### src/rtl/pcie_stim_gen_if.sv
// pcie_stim_gen_if
//  Bundle of the signals exchanged between the stimulus sequencer and the
//  two PCIE trans DUT instances (conductual "_c" and synthesized "_s").
//  Parameters:
//   DATA_W  width of dut_data
//   N_DEST  destination count (width of dut_pop and data_out_*)
//  Modports:
//   master  sequencer side: drives dut_* strobes/data, samples DUT outputs
//   slave   DUT side: samples dut_* strobes/data, drives its outputs
interface pcie_stim_gen_if #(
    parameter int unsigned DATA_W = 6,
    parameter int unsigned N_DEST = 2
);
    logic              dut_reset_L;
    logic              dut_init;
    logic              dut_push;
    logic [DATA_W-1:0] dut_data;
    logic [N_DEST-1:0] dut_pop;

    logic              active_s;
    logic              active_c;
    logic              error_s;
    logic              error_c;
    logic              idle_s;
    logic              idle_c;
    logic [N_DEST-1:0] data_out_s;
    logic [N_DEST-1:0] data_out_c;

    modport master (
        output dut_reset_L, dut_init, dut_push, dut_data, dut_pop,
        input  active_s, active_c, error_s, error_c, idle_s, idle_c,
               data_out_s, data_out_c
    );

    modport slave (
        input  dut_reset_L, dut_init, dut_push, dut_data, dut_pop,
        output active_s, active_c, error_s, error_c, idle_s, idle_c,
               data_out_s, data_out_c
    );
endinterface

### src/rtl/pcie_stim_gen.sv
// pcie_stim_gen
//  Stimulus sequencer and dual-DUT checker for the PCIE trans block.
//  Runs IDLE -> RST -> INIT -> WAIT -> PUSH -> DRAIN -> DONE -> IDLE on a
//  start pulse, driving reset/init/push/data/pop to both DUTs, and compares
//  the synthesized and conductual DUT outputs every cycle from INIT to DONE.
//  All DUT-facing outputs are registered from the current state, so a value
//  belonging to state S appears the cycle after S is entered.
//  Ports:
//   clk, reset    clock, synchronous active-high reset
//   start         one-cycle pulse, launches a run when idle
//   num_words     words to push in a run (0 skips PUSH), latched on start
//   bus           pcie_stim_gen_if.master: dut_* drive, DUT *_s/*_c sample
//   busy          run in progress
//   done          one-cycle pulse at end of run
//   mismatch      sticky compare-miss flag, cleared on start
//   mismatch_cnt  saturating count of compare-miss cycles
//   pushed_cnt    saturating count of pushes this run
//  Configuration macro:
//   STIM_LFSR_EN  payload from an 8-bit Fibonacci LFSR (taps 8,6,5,4)
//                 instead of the SEED+k counter
module pcie_stim_gen #(
    parameter int unsigned DATA_W    = 6,
    parameter int unsigned N_DEST    = 2,
    parameter int unsigned RST_CYC   = 1,
    parameter int unsigned INIT_CYC  = 1,
    parameter int unsigned WAIT_CYC  = 3,
    parameter int unsigned DRAIN_CYC = 30,
    parameter logic [7:0]  SEED      = 8'h0B
) (
    input  logic                   clk,
    input  logic                   reset,
    input  logic                   start,
    input  logic [7:0]             num_words,
    pcie_stim_gen_if.master        bus,
    output logic                   busy,
    output logic                   done,
    output logic                   mismatch,
    output logic [15:0]            mismatch_cnt,
    output logic [7:0]             pushed_cnt
);
    localparam int unsigned DEST_W = $clog2(N_DEST);
    localparam int unsigned PAY_W  = DATA_W - 1 - DEST_W;

    localparam logic [2:0] S_IDLE  = 3'd0;
    localparam logic [2:0] S_RST   = 3'd1;
    localparam logic [2:0] S_INIT  = 3'd2;
    localparam logic [2:0] S_WAIT  = 3'd3;
    localparam logic [2:0] S_PUSH  = 3'd4;
    localparam logic [2:0] S_DRAIN = 3'd5;
    localparam logic [2:0] S_DONE  = 3'd6;

    logic [2:0]        state;
    logic [2:0]        state_nx;
    logic [31:0]       cnt;
    logic [7:0]        nw_q;
    logic [DEST_W-1:0] dest_q;
    logic              vc_q;
    logic [N_DEST-1:0] pop_oh;
    logic [PAY_W-1:0]  payload;
    logic [DATA_W-1:0] word;

    logic              reset_l_q;
    logic              init_q;
    logic              push_q;
    logic [DATA_W-1:0] data_q;
    logic [N_DEST-1:0] pop_q;

    logic              cmp_en;
    logic              cmp_diff;

`ifdef STIM_LFSR_EN
    localparam logic [7:0] LFSR_SEED = (SEED == 8'h00) ? 8'h01 : SEED;
    logic [7:0] lfsr_q;
    assign payload = lfsr_q[PAY_W-1:0];
`else
    logic [PAY_W-1:0] pay_q;
    assign payload = pay_q;
`endif

    assign word = {vc_q, dest_q, payload};

    assign bus.dut_reset_L = reset_l_q;
    assign bus.dut_init    = init_q;
    assign bus.dut_push    = push_q;
    assign bus.dut_data    = data_q;
    assign bus.dut_pop     = pop_q;

    // Compare window covers INIT through DONE; IDLE and RST are excluded.
    assign cmp_en   = (state != S_IDLE) && (state != S_RST);
    assign cmp_diff = {bus.active_s, bus.error_s, bus.idle_s, bus.data_out_s}
                   != {bus.active_c, bus.error_c, bus.idle_c, bus.data_out_c};

    always_comb begin
        state_nx = state;
        case (state)
            S_IDLE:  if (start) state_nx = S_RST;
            S_RST:   if (cnt == RST_CYC - 1) state_nx = S_INIT;
            S_INIT:  if (cnt == INIT_CYC - 1) state_nx = S_WAIT;
            S_WAIT:  if (cnt == WAIT_CYC - 1)
                         state_nx = (nw_q == 8'd0) ? S_DRAIN : S_PUSH;
            S_PUSH:  if (cnt == {24'd0, nw_q} - 32'd1) state_nx = S_DRAIN;
            S_DRAIN: if (cnt == DRAIN_CYC - 1) state_nx = S_DONE;
            S_DONE:  state_nx = S_IDLE;
            default: state_nx = S_IDLE;
        endcase
    end

    always_ff @(posedge clk) begin
        if (reset) begin
            state        <= S_IDLE;
            cnt          <= '0;
            nw_q         <= '0;
            dest_q       <= '0;
            vc_q         <= 1'b0;
            pop_oh       <= N_DEST'(1);
`ifdef STIM_LFSR_EN
            lfsr_q       <= LFSR_SEED;
`else
            pay_q        <= '0;
`endif
            reset_l_q    <= 1'b0;
            init_q       <= 1'b0;
            push_q       <= 1'b0;
            data_q       <= '0;
            pop_q        <= '0;
            busy         <= 1'b0;
            done         <= 1'b0;
            mismatch     <= 1'b0;
            mismatch_cnt <= '0;
            pushed_cnt   <= '0;
        end else begin
            state <= state_nx;
            // Per-state cycle counter restarts from zero on every state entry.
            cnt   <= (state == S_IDLE || state_nx != state) ? '0 : cnt + 32'd1;

            reset_l_q <= (state != S_RST);
            init_q    <= (state == S_INIT);
            push_q    <= (state == S_PUSH);
            data_q    <= (state == S_PUSH) ? word : '0;
            pop_q     <= (state == S_DRAIN) ? pop_oh : '0;
            busy      <= (state != S_IDLE);
            done      <= (state == S_DONE);

            if (state == S_IDLE && start) begin
                nw_q         <= num_words;
                dest_q       <= '0;
                vc_q         <= 1'b0;
                pop_oh       <= N_DEST'(1);
`ifdef STIM_LFSR_EN
                lfsr_q       <= LFSR_SEED;
`else
                pay_q        <= SEED[PAY_W-1:0];
`endif
                pushed_cnt   <= '0;
                mismatch     <= 1'b0;
                mismatch_cnt <= '0;
            end

            if (state == S_PUSH) begin
                // dest walks 0..N_DEST-1; VC flips each time dest wraps.
                if (dest_q == DEST_W'(N_DEST - 1)) begin
                    dest_q <= '0;
                    vc_q   <= ~vc_q;
                end else begin
                    dest_q <= dest_q + DEST_W'(1);
                end
`ifdef STIM_LFSR_EN
                lfsr_q <= {lfsr_q[6:0], lfsr_q[7] ^ lfsr_q[5] ^ lfsr_q[4] ^ lfsr_q[3]};
`else
                pay_q  <= pay_q + PAY_W'(1);
`endif
                if (pushed_cnt != 8'hFF) pushed_cnt <= pushed_cnt + 8'd1;
            end

            if (state == S_DRAIN) pop_oh <= {pop_oh[N_DEST-2:0], pop_oh[N_DEST-1]};

            if (cmp_en && cmp_diff) begin
                mismatch <= 1'b1;
                if (mismatch_cnt != 16'hFFFF) mismatch_cnt <= mismatch_cnt + 16'd1;
            end
        end
    end
endmodule
### src/flat_wrapper.sv
// flat-port wrapper written by rule: the top's interface ports become plain ports
module pcie_stim_gen_flat 
#(
    parameter int unsigned DATA_W    = 6,
    parameter int unsigned N_DEST    = 2,
    parameter int unsigned RST_CYC   = 1,
    parameter int unsigned INIT_CYC  = 1,
    parameter int unsigned WAIT_CYC  = 3,
    parameter int unsigned DRAIN_CYC = 30,
    parameter logic [7:0]  SEED      = 8'h0B
)
  (clk, reset, start, num_words, busy, done, mismatch, mismatch_cnt, pushed_cnt, bus_dut_reset_L, bus_dut_init, bus_dut_push, bus_dut_data, bus_dut_pop, bus_active_s, bus_active_c, bus_error_s, bus_error_c, bus_idle_s, bus_idle_c, bus_data_out_s, bus_data_out_c);
  pcie_stim_gen_if #(.DATA_W(DATA_W), .N_DEST(N_DEST)) bus_i ();
  input  logic clk;
  input  logic reset;
  input  logic start;
  input  logic [7:0] num_words;
  output logic busy;
  output logic done;
  output logic mismatch;
  output logic [15:0] mismatch_cnt;
  output logic [7:0] pushed_cnt;
  output wire logic [$bits(bus_i.dut_reset_L)-1:0] bus_dut_reset_L;
  output wire logic [$bits(bus_i.dut_init)-1:0] bus_dut_init;
  output wire logic [$bits(bus_i.dut_push)-1:0] bus_dut_push;
  output wire logic [$bits(bus_i.dut_data)-1:0] bus_dut_data;
  output wire logic [$bits(bus_i.dut_pop)-1:0] bus_dut_pop;
  input wire logic [$bits(bus_i.active_s)-1:0] bus_active_s;
  input wire logic [$bits(bus_i.active_c)-1:0] bus_active_c;
  input wire logic [$bits(bus_i.error_s)-1:0] bus_error_s;
  input wire logic [$bits(bus_i.error_c)-1:0] bus_error_c;
  input wire logic [$bits(bus_i.idle_s)-1:0] bus_idle_s;
  input wire logic [$bits(bus_i.idle_c)-1:0] bus_idle_c;
  input wire logic [$bits(bus_i.data_out_s)-1:0] bus_data_out_s;
  input wire logic [$bits(bus_i.data_out_c)-1:0] bus_data_out_c;
  assign bus_dut_reset_L = bus_i.dut_reset_L;
  assign bus_dut_init = bus_i.dut_init;
  assign bus_dut_push = bus_i.dut_push;
  assign bus_dut_data = bus_i.dut_data;
  assign bus_dut_pop = bus_i.dut_pop;
  assign bus_i.active_s = bus_active_s;
  assign bus_i.active_c = bus_active_c;
  assign bus_i.error_s = bus_error_s;
  assign bus_i.error_c = bus_error_c;
  assign bus_i.idle_s = bus_idle_s;
  assign bus_i.idle_c = bus_idle_c;
  assign bus_i.data_out_s = bus_data_out_s;
  assign bus_i.data_out_c = bus_data_out_c;
  pcie_stim_gen #(.DATA_W(DATA_W), .N_DEST(N_DEST), .RST_CYC(RST_CYC), .INIT_CYC(INIT_CYC), .WAIT_CYC(WAIT_CYC), .DRAIN_CYC(DRAIN_CYC), .SEED(SEED)) u_core (.clk(clk), .reset(reset), .start(start), .num_words(num_words), .bus(bus_i), .busy(busy), .done(done), .mismatch(mismatch), .mismatch_cnt(mismatch_cnt), .pushed_cnt(pushed_cnt));
endmodule
### config.mk
export PLATFORM = sky130hd
export DESIGN_NAME = pcie_stim_gen_flat
export DESIGN_NICKNAME = d
export VERILOG_FILES = /design/src/rtl/pcie_stim_gen_if.sv /design/src/rtl/pcie_stim_gen.sv /design/src/flat_wrapper.sv
export SDC_FILE = /design/constraint.sdc
export NUM_CORES = 1
export LEC_CHECK = 0
export BUFFER_PORTS_ARGS = -buffer_cell sky130_fd_sc_hd__buf_2
export CAP_MARGIN = 20
export CORE_UTILIZATION = 50
export CTS_CLUSTER_SIZE = 24
export DETAILED_ROUTE_END_ITERATION = 8
export PLACE_DENSITY_LB_ADDON = 0.08
export SYNTH_ARGS = -nofsm -noshare
export SYNTH_HDL_FRONTEND = slang
export SYNTH_SLANG_ARGS = --single-unit
export TNS_END_PERCENT = 20
### constraint.sdc
create_clock -name clk -period 3 [get_ports clk]
set_input_delay 0.15 -clock clk [delete_from_list [all_inputs] [get_ports clk]]
set_output_delay 0.15 -clock clk [all_outputs]
set_load 0.02 [all_outputs]
==> run metrics <==
status=finished, final reports clean; clk_skew=just under 0.02 ns; PortBufs=58; DR vias=3828; Core ar.=8380 µm²; Slew Limit Headroom=50.6%; final setup violation count=0; RSZ-0062 raised after global routing=no; antenna violations before repair=0; Detailed Place HPWL=7.03 mm; wire length per cell=~15 µm; Initial Util=52.5%; Tot GR Track Use=a little under a quarter; sequential share of the synthesized area=40.5%; mapped cell area=~4400 µm²; Final Hold Vio Count=0; setup TNS=0 ns; synthesized net count=between 500 and 600; Cell variety after synth=between 50 and 60; ys flop type=dfxtp_1; Cells after Synth=around 520; Antenna Nets Post-Route=0; Startpoint Class=flip-flop; Post-CTS Hold Buffers=0; Crit Path Max Fanout=32; via/cell ratio=5.62; Antenna Cells=0; max_cap viols=0; Chip Height=roughly 96 µm; Max Buffers Root-to-Sink=2; Slew @ Worst Pin=0.741 ns; total CTS buffers=9; Register Area=~1800 µm²; Synth async-reset ratio=0%; fillers=787; DRC Markers=0; commonest non-fill, non-tap cell in the layout=dfxtp_1; EDFF count, synth=0; Worst Path Class, Setup=reg2reg; first-pass GRT wire length=16.8 mm; Fmax achieved=389 MHz; Clk Latency, worst-skew pair=0.37 ns; Worst VDD drop=0.282 mV; FP Rows=33; most frequent cells in the layout=dfxtp_1, buf_2, nand2_1; critical path arrival=2.80 ns; CTS tree=built; setup repair bufs after CTS=0; # clock sinks=slightly below 90; multi-input logic area=2460 µm²; layout cells sized above 1=18.8%; vias in the first global route=3533; CTS HTree Levels=3; Net count, final=600; die area=9170 µm²; # resized after CTS=0; Synth warnings=0; worst min-delay path class=in2reg; Iter 0 DRT Violations=138; routed wire length=10.0 mm; Root Driver=clkbuf_8; minimum clock period=between 2 and 3 ns; Synth Register Bits=89; Die X=95.8 µm; largest net degree at the start of global routing=40; GPL Wtd Cong=roughly 0.83; Post-Route Utilization=59.1%; synthesis-to-finish area growth=12.7%; CTS clock-pin slew for the worst setup and hold paths=0.09 ns; required time of the critical path=3.23 ns; io pins=between 50 and 60; DR pass1 iterations=4; crit share post-route=85.7%; Power Density=494 nW/µm²; global route overflow=0; Syn Area/Cell=8.44 µm²; max-slew violation count=0; Leakage=1.90 nW; Crit. End Element=flip-flop
## area by class of cell
class / count / area share (%)
Clock inverter: 7 / 1.52
Clock buffer: 9 / 2.50
Timing Repair Buffer: 64 / 6.77
Multi-Input combinational cell: 395 / 49.7
Tap cell: 105 / 2.65
Inverter: 12 / 0.909
Sequential cell: 89 / 36.0
## where the power goes
part | switching (W) | internal [W]
sequential | 0.0000386 | 0.00121
combinational | 0.000222 | 0.000119
clock | 0.000462 | 0.000395
total | 0.000723 | 0.00172
## per-stage QoR
step / total power (W) / std cells / instance area [µm²] / setup WS (ns) / hold WS, ns
6_report: 0.00245 / 681 / 4950 / 0.430 / 0.0231
5_1_grt: 0.00257 / 681 / 4950 / 0.296 / 0.00932
4_1_cts: 0.00246 / 681 / 4950 / 0.400 / 0.00866
3_5_place_dp: 0.00161 / 665 / 4760 / 0.429 / 0.401
3_3_place_gp: 0.00161 / 665 / 4760 / 0.496 / 0.398
2_1_floorplan: 0.00153 / 521 / 4400 / 0.722 / 0.238
## critical path, stage by stage, from the launching register on
cell	delay, ns
dfxtp_1	0.37
or3_4	0.42
or4_4	0.49
nor4_2	0.33
o211ai_2	0.14
o221ai_4	0.20
buf_4	0.38
nor3_1	0.10
## synthesized netlist by cell type (3+ instances only)
cell type | number | area [µm²]
dfxtp_1 | 89 | 1780
nand2_1 | 47 | 176
nor2_1 | 45 | 169
nor3_1 | 41 | 205
nand3_1 | 30 | 150
xnor2_1 | 27 | 236
a21oi_1 | 25 | 125
xor2_1 | 23 | 201
and3_1 | 22 | 138
clkbuf_1 | 18 | 67.6
nand4_1 | 13 | 81.3
o21ai_0 | 13 | 65.1
inv_1 | 12 | 45.0
nor4_1 | 12 | 75.1
nor3_2 | 10 | 100
ha_1 | 8 | 100
a31oi_1 | 7 | 43.8
and2_1 | 6 | 37.5
or2_2 | 6 | 37.5
nor3b_1 | 5 | 37.5
a211oi_1 | 4 | 30.0
and4_1 | 4 | 35.0
nand2b_1 | 4 | 25.0
buf_1 | 3 | 11.3
nand3b_1 | 3 | 22.5
o31ai_1 | 3 | 22.5
or4_1 | 3 | 22.5
## kinds of logic (layout without fill, tap and decap cells)
group / count (synthesis) / in the layout / synth area share (%)
buffers and inverters: 37 / 92 / 3.78
flip-flops: 89 / 89 / 40.5
AO/OA/AOI/OAI: 72 / 72 / 10.7
AND/OR/NAND/NOR: 262 / 262 / 32.1
adder cells (fa/ha/maj): 8 / 8 / 2.28
multiplexers: 3 / 3 / 0.711
XOR/XNOR: 50 / 50 / 9.96
## worst paths after layout
check	startpoint	end	slack, ns	cells past startpoint
worst max-delay path	u_core.nw_q[2]$_SDFFE_PP0P_	u_core.cnt[25]$_SDFF_PP0_	0.43	7
worst min-delay path	num_words[7]	u_core.nw_q[7]$_SDFFE_PP0P_	0.02	3
worst max register to register	u_core.nw_q[2]$_SDFFE_PP0P_	u_core.cnt[25]$_SDFF_PP0_	0.43	7
worst min register to register	u_core.mismatch$_SDFFE_PP0P_	u_core.mismatch$_SDFFE_PP0P_	0.46	2
## layer usage
| layer | GRT usage (%) | up-vias | part of all wire [%] |
|---|---|---|---|
| met1 | 30.9 | 1793 | 48 |
| li1 | - | 1959 | - |
| met5 | 0 | - | 0 |
| met4 | 7.46 | 0 | 1.2 |
| met3 | 5.21 | 12 | 3.6 |
| met2 | 38.6 | 64 | 47 |
## state kept, by name, summed over array words and instances (netlist names)
register                cells
u_core.bus.dut_data         6
u_core.bus.dut_init         1
u_core.state                3
u_core.busy                 1
u_core.bus.dut_pop          2
u_core.bus.dut_push         1
u_core.cnt                 32
u_core.vc_q                 1
u_core.mismatch_cnt        16
u_core.mismatch             1
u_core.pushed_cnt           8
u_core.dest_q               1
u_core.nw_q                 8
u_core.done                 1
u_core.pay_q                4
u_core.pop_oh               2
u_core.bus.dut_reset_L      1
Power figures use the tool's default switching activity.
